`config.mk`:
```
export PLATFORM = sky130hd
export DESIGN_NAME = mem_access_ctrl
export DESIGN_NICKNAME = d
export VERILOG_FILES = /design/src/rtl/mem_pkg.sv /design/src/rtl/mem_align.sv /design/src/rtl/mem_access_ctrl.sv
export SDC_FILE = /design/constraint.sdc
export NUM_CORES = 1
export LEC_CHECK = 0
export CORE_AREA = 5 5 140 142
export DETAILED_ROUTE_END_ITERATION = 10
export DIE_AREA = 0 0 145 147
export GPL_TIMING_DRIVEN = 0
export PLACE_DENSITY = 0.76
export SETUP_SLACK_MARGIN = 0.3
export SYNTH_ARGS = -nofsm -noshare
export SYNTH_HDL_FRONTEND = slang
export SYNTH_SLANG_ARGS = --single-unit
```
`constraint.sdc`:
```
create_clock -name clk -period 2.8 [get_ports clk]
set_input_delay 0.84 -clock clk [delete_from_list [all_inputs] [get_ports clk]]
set_output_delay 0.84 -clock clk [all_outputs]
set_load 0.05 [all_outputs]
```
`src/rtl/mem_pkg.sv`:
```
// Shared types for the memory access controller: access sizes, FSM states,
// arbitration sides and the misalignment rule.
package mem_pkg;

  typedef enum logic [1:0] {
    SZ_B = 2'b00,
    SZ_H = 2'b01,
    SZ_W = 2'b10
  } mem_size_e;

  typedef enum logic [1:0] {
    ST_IDLE   = 2'd0,
    ST_ACCESS = 2'd1,
    ST_RESP   = 2'd2,
    ST_ERR    = 2'd3
  } mac_state_e;

  typedef enum logic {
    GR_IF = 1'b0,
    GR_LS = 1'b1
  } grant_e;

  // size 2'b11 has no encoding and is rejected like a misaligned access
  function automatic logic misaligned(input logic [1:0] size, input logic [1:0] a);
    case (size)
      SZ_B:    misaligned = 1'b0;
      SZ_H:    misaligned = a[0];
      SZ_W:    misaligned = (a != 2'b00);
      default: misaligned = 1'b1;
    endcase
  endfunction

endpackage

```
`src/rtl/mem_align.sv`:
```
// Byte-lane steering: store byte enables / data replication and load
// extraction with sign or zero extension. Purely combinational, 4 lanes.
module mem_align
  import mem_pkg::*;
(
  input  logic [1:0]  size,
  input  logic [1:0]  addr_lo,
  input  logic        uns,
  input  logic [31:0] wdata,
  input  logic [31:0] rdata,
  output logic [3:0]  byteen,
  output logic [31:0] wdata_rep,
  output logic [31:0] rdata_ext
);

  logic [31:0] shifted;

  always_comb begin
    shifted = rdata >> {addr_lo, 3'b000};
    case (size)
      SZ_B: begin
        byteen    = 4'b0001 << addr_lo;
        wdata_rep = {4{wdata[7:0]}};
        rdata_ext = uns ? {24'b0, shifted[7:0]} : {{24{shifted[7]}}, shifted[7:0]};
      end
      SZ_H: begin
        byteen    = 4'b0011 << {addr_lo[1], 1'b0};
        wdata_rep = {2{wdata[15:0]}};
        rdata_ext = uns ? {16'b0, shifted[15:0]} : {{16{shifted[15]}}, shifted[15:0]};
      end
      default: begin
        byteen    = 4'b1111;
        wdata_rep = wdata;
        rdata_ext = shifted;
      end
    endcase
  end

endmodule

```
`src/rtl/mem_access_ctrl.sv`:
```
// Single bus master shared by instruction fetch and load/store: alternating
// arbiter, request latch and a fixed 2-cycle IDLE/ACCESS/RESP sequence.
module mem_access_ctrl
  import mem_pkg::*;
#(
  parameter int WIDTH = 32
) (
  input  logic             clk,
  input  logic             rst,
  input  logic             if_req,
  input  logic [WIDTH-1:0] if_addr,
  output logic             if_ready,
  output logic [WIDTH-1:0] if_instr,
  input  logic             ls_req,
  input  logic             ls_we,
  input  logic [1:0]       ls_size,
  input  logic             ls_unsigned,
  input  logic [WIDTH-1:0] ls_addr,
  input  logic [WIDTH-1:0] ls_wdata,
  output logic             ls_ready,
  output logic [WIDTH-1:0] ls_rdata,
  output logic             ls_misaligned,
  output logic             bus_mem_read,
  output logic             bus_mem_write,
  output logic [WIDTH-1:0] bus_addr,
  output logic [WIDTH-1:0] bus_wdata,
  output logic [3:0]       bus_byteen,
  input  logic [WIDTH-1:0] bus_rdata
);

  mac_state_e       state_q, state_d;
  grant_e           last_grant_q, last_grant_d, side_q, side_d;
  logic             fresh_q, fresh_d;
  logic             we_q, we_d, uns_q, uns_d;
  logic [1:0]       size_q, size_d;
  logic [WIDTH-1:0] addr_q, addr_d, wdata_q, wdata_d;
  logic [WIDTH-1:0] if_instr_q, if_instr_d, ls_rdata_q, ls_rdata_d;
  logic             gnt_if, gnt_ls, in_access, in_resp, in_err;
  logic [3:0]       al_byteen;
  logic [WIDTH-1:0] al_wdata, al_rdata;

  mem_align u_align (
    .size      (size_q),
    .addr_lo   (addr_q[1:0]),
    .uns       (uns_q),
    .wdata     (wdata_q),
    .rdata     (bus_rdata),
    .byteen    (al_byteen),
    .wdata_rep (al_wdata),
    .rdata_ext (al_rdata)
  );

  // fresh_q: no grant since reset, so the first contested grant goes to fetch
  assign gnt_if = if_req && (!ls_req || fresh_q || (last_grant_q == GR_LS));
  assign gnt_ls = ls_req && !gnt_if;

  always_comb begin
    state_d      = state_q;
    last_grant_d = last_grant_q;
    side_d       = side_q;
    fresh_d      = fresh_q;
    we_d         = we_q;
    uns_d        = uns_q;
    size_d       = size_q;
    addr_d       = addr_q;
    wdata_d      = wdata_q;
    if_instr_d   = if_instr_q;
    ls_rdata_d   = ls_rdata_q;
    case (state_q)
      ST_IDLE: begin
        if (gnt_if) begin
          side_d       = GR_IF;
          last_grant_d = GR_IF;
          fresh_d      = 1'b0;
          we_d         = 1'b0;
          uns_d        = 1'b0;
          size_d       = SZ_W;
          addr_d       = if_addr;
          wdata_d      = '0;
          state_d      = ST_ACCESS;
        end else if (gnt_ls) begin
          side_d       = GR_LS;
          last_grant_d = GR_LS;
          fresh_d      = 1'b0;
          we_d         = ls_we;
          uns_d        = ls_unsigned;
          size_d       = ls_size;
          addr_d       = ls_addr;
          wdata_d      = ls_wdata;
          state_d      = misaligned(ls_size, ls_addr[1:0]) ? ST_ERR : ST_ACCESS;
        end
      end
      ST_ACCESS: state_d = ST_RESP;
      ST_RESP: begin
        state_d = ST_IDLE;
        if (side_q == GR_IF) if_instr_d = bus_rdata;
        else if (!we_q)      ls_rdata_d = al_rdata;
      end
      default: state_d = ST_IDLE;
    endcase
  end

  always_ff @(posedge clk) begin
    if (rst) begin
      state_q      <= ST_IDLE;
      last_grant_q <= GR_IF;
      side_q       <= GR_IF;
      fresh_q      <= 1'b1;
      we_q         <= 1'b0;
      uns_q        <= 1'b0;
      size_q       <= 2'b00;
      addr_q       <= '0;
      wdata_q      <= '0;
      if_instr_q   <= '0;
      ls_rdata_q   <= '0;
    end else begin
      state_q      <= state_d;
      last_grant_q <= last_grant_d;
      side_q       <= side_d;
      fresh_q      <= fresh_d;
      we_q         <= we_d;
      uns_q        <= uns_d;
      size_q       <= size_d;
      addr_q       <= addr_d;
      wdata_q      <= wdata_d;
      if_instr_q   <= if_instr_d;
      ls_rdata_q   <= ls_rdata_d;
    end
  end

  // rst gates strobes and pulses so an in-flight access dies in the reset cycle
  assign in_access = (state_q == ST_ACCESS) && !rst;
  assign in_resp   = (state_q == ST_RESP) && !rst;
  assign in_err    = (state_q == ST_ERR) && !rst;

  assign bus_mem_read  = in_access && !we_q;
  assign bus_mem_write = in_access && we_q;
  assign bus_addr      = in_access ? addr_q : '0;
  assign bus_byteen    = in_access ? al_byteen : 4'b0000;
  assign bus_wdata     = (in_access && we_q) ? al_wdata : '0;

  assign if_ready      = in_resp && (side_q == GR_IF);
  assign ls_ready      = (in_resp && (side_q == GR_LS)) || in_err;
  assign ls_misaligned = in_err;
  assign if_instr      = if_ready ? bus_rdata : if_instr_q;
  assign ls_rdata      = (in_resp && (side_q == GR_LS) && !we_q) ? al_rdata : ls_rdata_q;

endmodule

```
==> results of run 1 <==
-- routing by layer --
metal,global-route usage [%],part of all wire (%)
met4,10.5,3.3
met1,32.0,37
met2,46.9,50
met3,8.70,9.4
met5,0,0
-- Yosys cell counts (all sizes together) (2+ instances only) --
library cell / number / area, um2
and2: 31 / 194
o221ai: 2 / 17.5
nand2: 134 / 503
a211oi: 39 / 293
and3: 8 / 50.1
nand2b: 5 / 31.3
mux2i: 65 / 651
clkbuf: 36 / 135
nor3b: 2 / 15.0
o21ai: 31 / 155
nand3: 67 / 335
nor2: 79 / 299
nand3b: 7 / 52.6
a21o: 3 / 22.5
a22o: 32 / 280
nor4: 2 / 18.8
mux4: 2 / 45.0
mux2: 40 / 450
dfxtp: 136 / 2720
a21oi: 71 / 355
nor3: 5 / 30.0
inv: 4 / 15.0
buf: 44 / 220
o211ai: 8 / 65.1
-- path summary, 6_finish.rpt --
check | to | cells after the start | from
setup reg to reg | ls_rdata_q[9]$_SDFFE_PP0P_ | 6 | size_q[1]$_SDFFE_PP0P_
hold reg to reg | wdata_q[18]$_SDFFE_PP0P_ | 2 | wdata_q[18]$_SDFFE_PP0P_
setup / recovery | ls_rdata[16] | 7 | bus_rdata[31]
hold / removal | wdata_q[18]$_SDFFE_PP0P_ | 2 | wdata_q[18]$_SDFFE_PP0P_
-- repair_timing --
item / CTS / global route
cloned: 9 / 3
resized for setup: 1280 / 102
pin swaps: 27 / 16
buffers inserted: 40 / 36
setup endpoints to repair: 137 / 137
-- report_power, final --
group | internal (W) | switching (W) | leakage, nW
Combinational | 0.000976 | 0.00116 | 4.41
Clock | 0.00168 | 0.000908 | 0.322
Sequential | 0.00207 | 0.000108 | 1.11
Total | 0.00473 | 0.00218 | 5.85
-- metrics by stage --
step | worst slack (ns) | instance area, um2 | hold slack [ns] | instances | power [W]
after detailed placement | -1.43 | 11200 | 0.445 | 1371 | 0.00381
after global placement | -1.40 | 11200 | 0.434 | 1371 | 0.00379
after CTS | -0.287 | 13500 | 0.452 | 1452 | 0.00670
after floorplan | 0.0111 | 8210 | 0.426 | 866 | 0.00322
after global routing | -0.309 | 14100 | 0.470 | 1491 | 0.00710
final | -0.278 | 14100 | 0.453 | 1491 | 0.00690
-- flip-flops by register name, summed over array words and instances, names as in the netlist --
register    count
wdata_q        32
addr_q         32
if_instr_q     32
we_q            1
side_q          1
size_q          2
state_q         2
uns_q           1
ls_rdata_q     32
fresh_q         1
-- tightest hold or removal path: cells and delay by family, from the launching register on --
family          cells  cell delay (ns)
compound gates      1             0.05
flops               1             0.31
simple gates        1             0.05
-- kinds of logic after synthesis --
group / Yosys count
AND/OR/NAND/NOR: 347
AO/OA/AOI/OAI: 192
flip-flops: 136
multiplexers: 107
buffers and inverters: 84
-- cell usage in the layout (no fill, tap or decap), drive strengths merged, types with 2 or more instances in the layout --
cell,synthesis,final
mux2i,65,65
nand2b,5,5
a22o,32,32
inv,4,3
o211ai,8,8
and3,8,8
nand3b,7,7
bufinv,0,5
o221ai,2,2
dlygate4sd2,0,13
clkdlybuf4s50,0,102
nand3,67,67
a211oi,39,39
a21o,3,3
o21ai,31,31
mux4,2,2
a21oi,71,71
clkinv,0,2
nor2,79,79
mux2,40,40
and2,31,31
clkdlybuf4s15,0,12
nand2,134,135
nor3,5,5
buf,44,270
dfxtp,136,136
clkbuf,36,62
clkinvlp,0,5
nor3b,2,2
nor4,2,2
-- area by class of cell --
class	instances	area (um2)
multi-input cells	647	5360
repair buffers	358	4190
fillers	1188	4180
flip-flops and latches	136	2740
plain buffers	80	867
clock buffers	21	480
well taps	234	293
clock inverters	11	191
inverters	4	22.5
==> impl_metrics.yaml, run 1 <==
floorplanning:
  die_area_um2: 21300
  std_cell_rows: 50
  start_util_pct: 38.6
  die_h_um: 147
  fp.dieW_um: 145
  num_io_pins: 273
  core_um2: 18300
sta:
  tns_ns: -6.39
  timing.fmax_ghz: 0.325
  tightest_slew_ns: 0.628
  setup_violations: 59
  rsz0062_at_grt: "true"
  slew_headroom_pct: 58.1
  fin_crit_ns: 3.08
  finalClockSkew_ns: 0.00795
  hold_violations: 0
  period_share_pct: 110
  setup_ws_ns: -0.278
  drv_slew: 0
clock_network:
  clock-sinks: 136
  ctsHoldBuffers: 0
  clockBufferDepth: 2
  cts_root_buffer: "clkbuf_16"
  numCtsBuffers: 17
  clkLatencyLatePin_ns: 0.43
  cts_tree: "done"
  clk_pin_slew_worst_paths_ns: 0.06
  cts_htree_levels: 4
global_route:
  antenna_found_initial: 0
  grt_pass1_wl_um: 46400
  grt_max_degree: 17
  grt_pass1_vias: 8197
  gr-total-overflow: 0
  grt.total_usage_pct: 27.4
yosys:
  synth_edf_count: 0
  yosys_warnings: 0
  synthXorXnorAreaFrac_pct: 0
  synthesis.nets: 1002
  synth_seq_area_share_pct: 38.5
  synth-seq-cells: 136
  synthDistinctLibCells: 44
  synth_top_family_by_area: "simple AND/OR/NAND/NOR gates"
  synthMuxAreaShare_pct: 16.2
  avgSynthCellArea_um2: 8.17
  synthSimpleGateAreaFrac_pct: 22.5
  ys.flop_type: "dfxtp_1"
  synth_area_um2: 7080
  async_flop_share_pct: 0
  synthAdderAreaFrac_pct: 0
  synth_cells: 866
  synth_compound_area_share_pct: 17.6
place:
  portBuffers: 271
  hpwl_um: 21400
  globalplace.congestion: 0.959
final_layout:
  post-route-util_pct: 77.2
  area_growth_syn_to_layout_pct: 99.9
  diodes: 0
  layout.nets: 1380
  drive_above_1_share_pct: 44.3
setup_path:
  cp_slowest_cell: "mux4_2"
  crit_top_cell: "buf_12"
  cp-end-kind: "output pin"
  required_ns: 1.96
  crit_path_start_kind: "input pin"
  critPathKind: "in2out"
  cp.arrival_ns: 2.24
  critPathBufInv: 4
  ff2ff_setup_slack_ns: 0.90
  max_stage_delay_ns: 0.49
  crit_fanout: 8
  cp_cell_sequence: "buf_12 > mux4_2 > o211ai_4 > buf_6 > buf_12 > nand3_4 > buf_8"
  cp_top_family: "buffers and inverters"
detailed_routing:
  drtPass1Iterations: 5
  drc: 0
  drt_wl_total_um: 31900
  drtIter0Drc: 765
  wl_per_cell_um: 21.4
  antenna_left: 0
  vias_per_cell: 5.59
  vias: 8335
power_and_ir_drop:
  ir_drop_mv: 0.448
  leakagePower_nw: 5.85
  power_density_nw_per_um2: 488
status:
  violations: "negative setup slack"
  status: "finished with violations"
worst_hold_path:
  hold_class: "reg2reg"
run:
  drv_cap: 0
(Power assumes the default switching activity.)
==> run 2: changes to the inputs <==
--- a/config.mk
+++ b/config.mk
@@ -5,6 +5,7 @@
 export SDC_FILE = /design/constraint.sdc
 export NUM_CORES = 1
 export LEC_CHECK = 0
+export ABC_CLOCK_PERIOD_IN_PS = 2800
 export CORE_AREA = 5 5 140 142
 export DETAILED_ROUTE_END_ITERATION = 10
 export DIE_AREA = 0 0 145 147
==> results of run 2 <==
The final DEF is identical to that of run 1; final timing and power are the same.
==> run 3: changes to the inputs <==
--- a/config.mk
+++ b/config.mk
@@ -7,6 +7,7 @@
 export LEC_CHECK = 0
 export ABC_CLOCK_PERIOD_IN_PS = 2800
 export CORE_AREA = 5 5 140 142
+export CTS_CLUSTER_DIAMETER = 150
 export DETAILED_ROUTE_END_ITERATION = 10
 export DIE_AREA = 0 0 145 147
 export GPL_TIMING_DRIVEN = 0
==> results of run 3 <==
The final DEF is identical to that of run 1; final timing and power are the same.
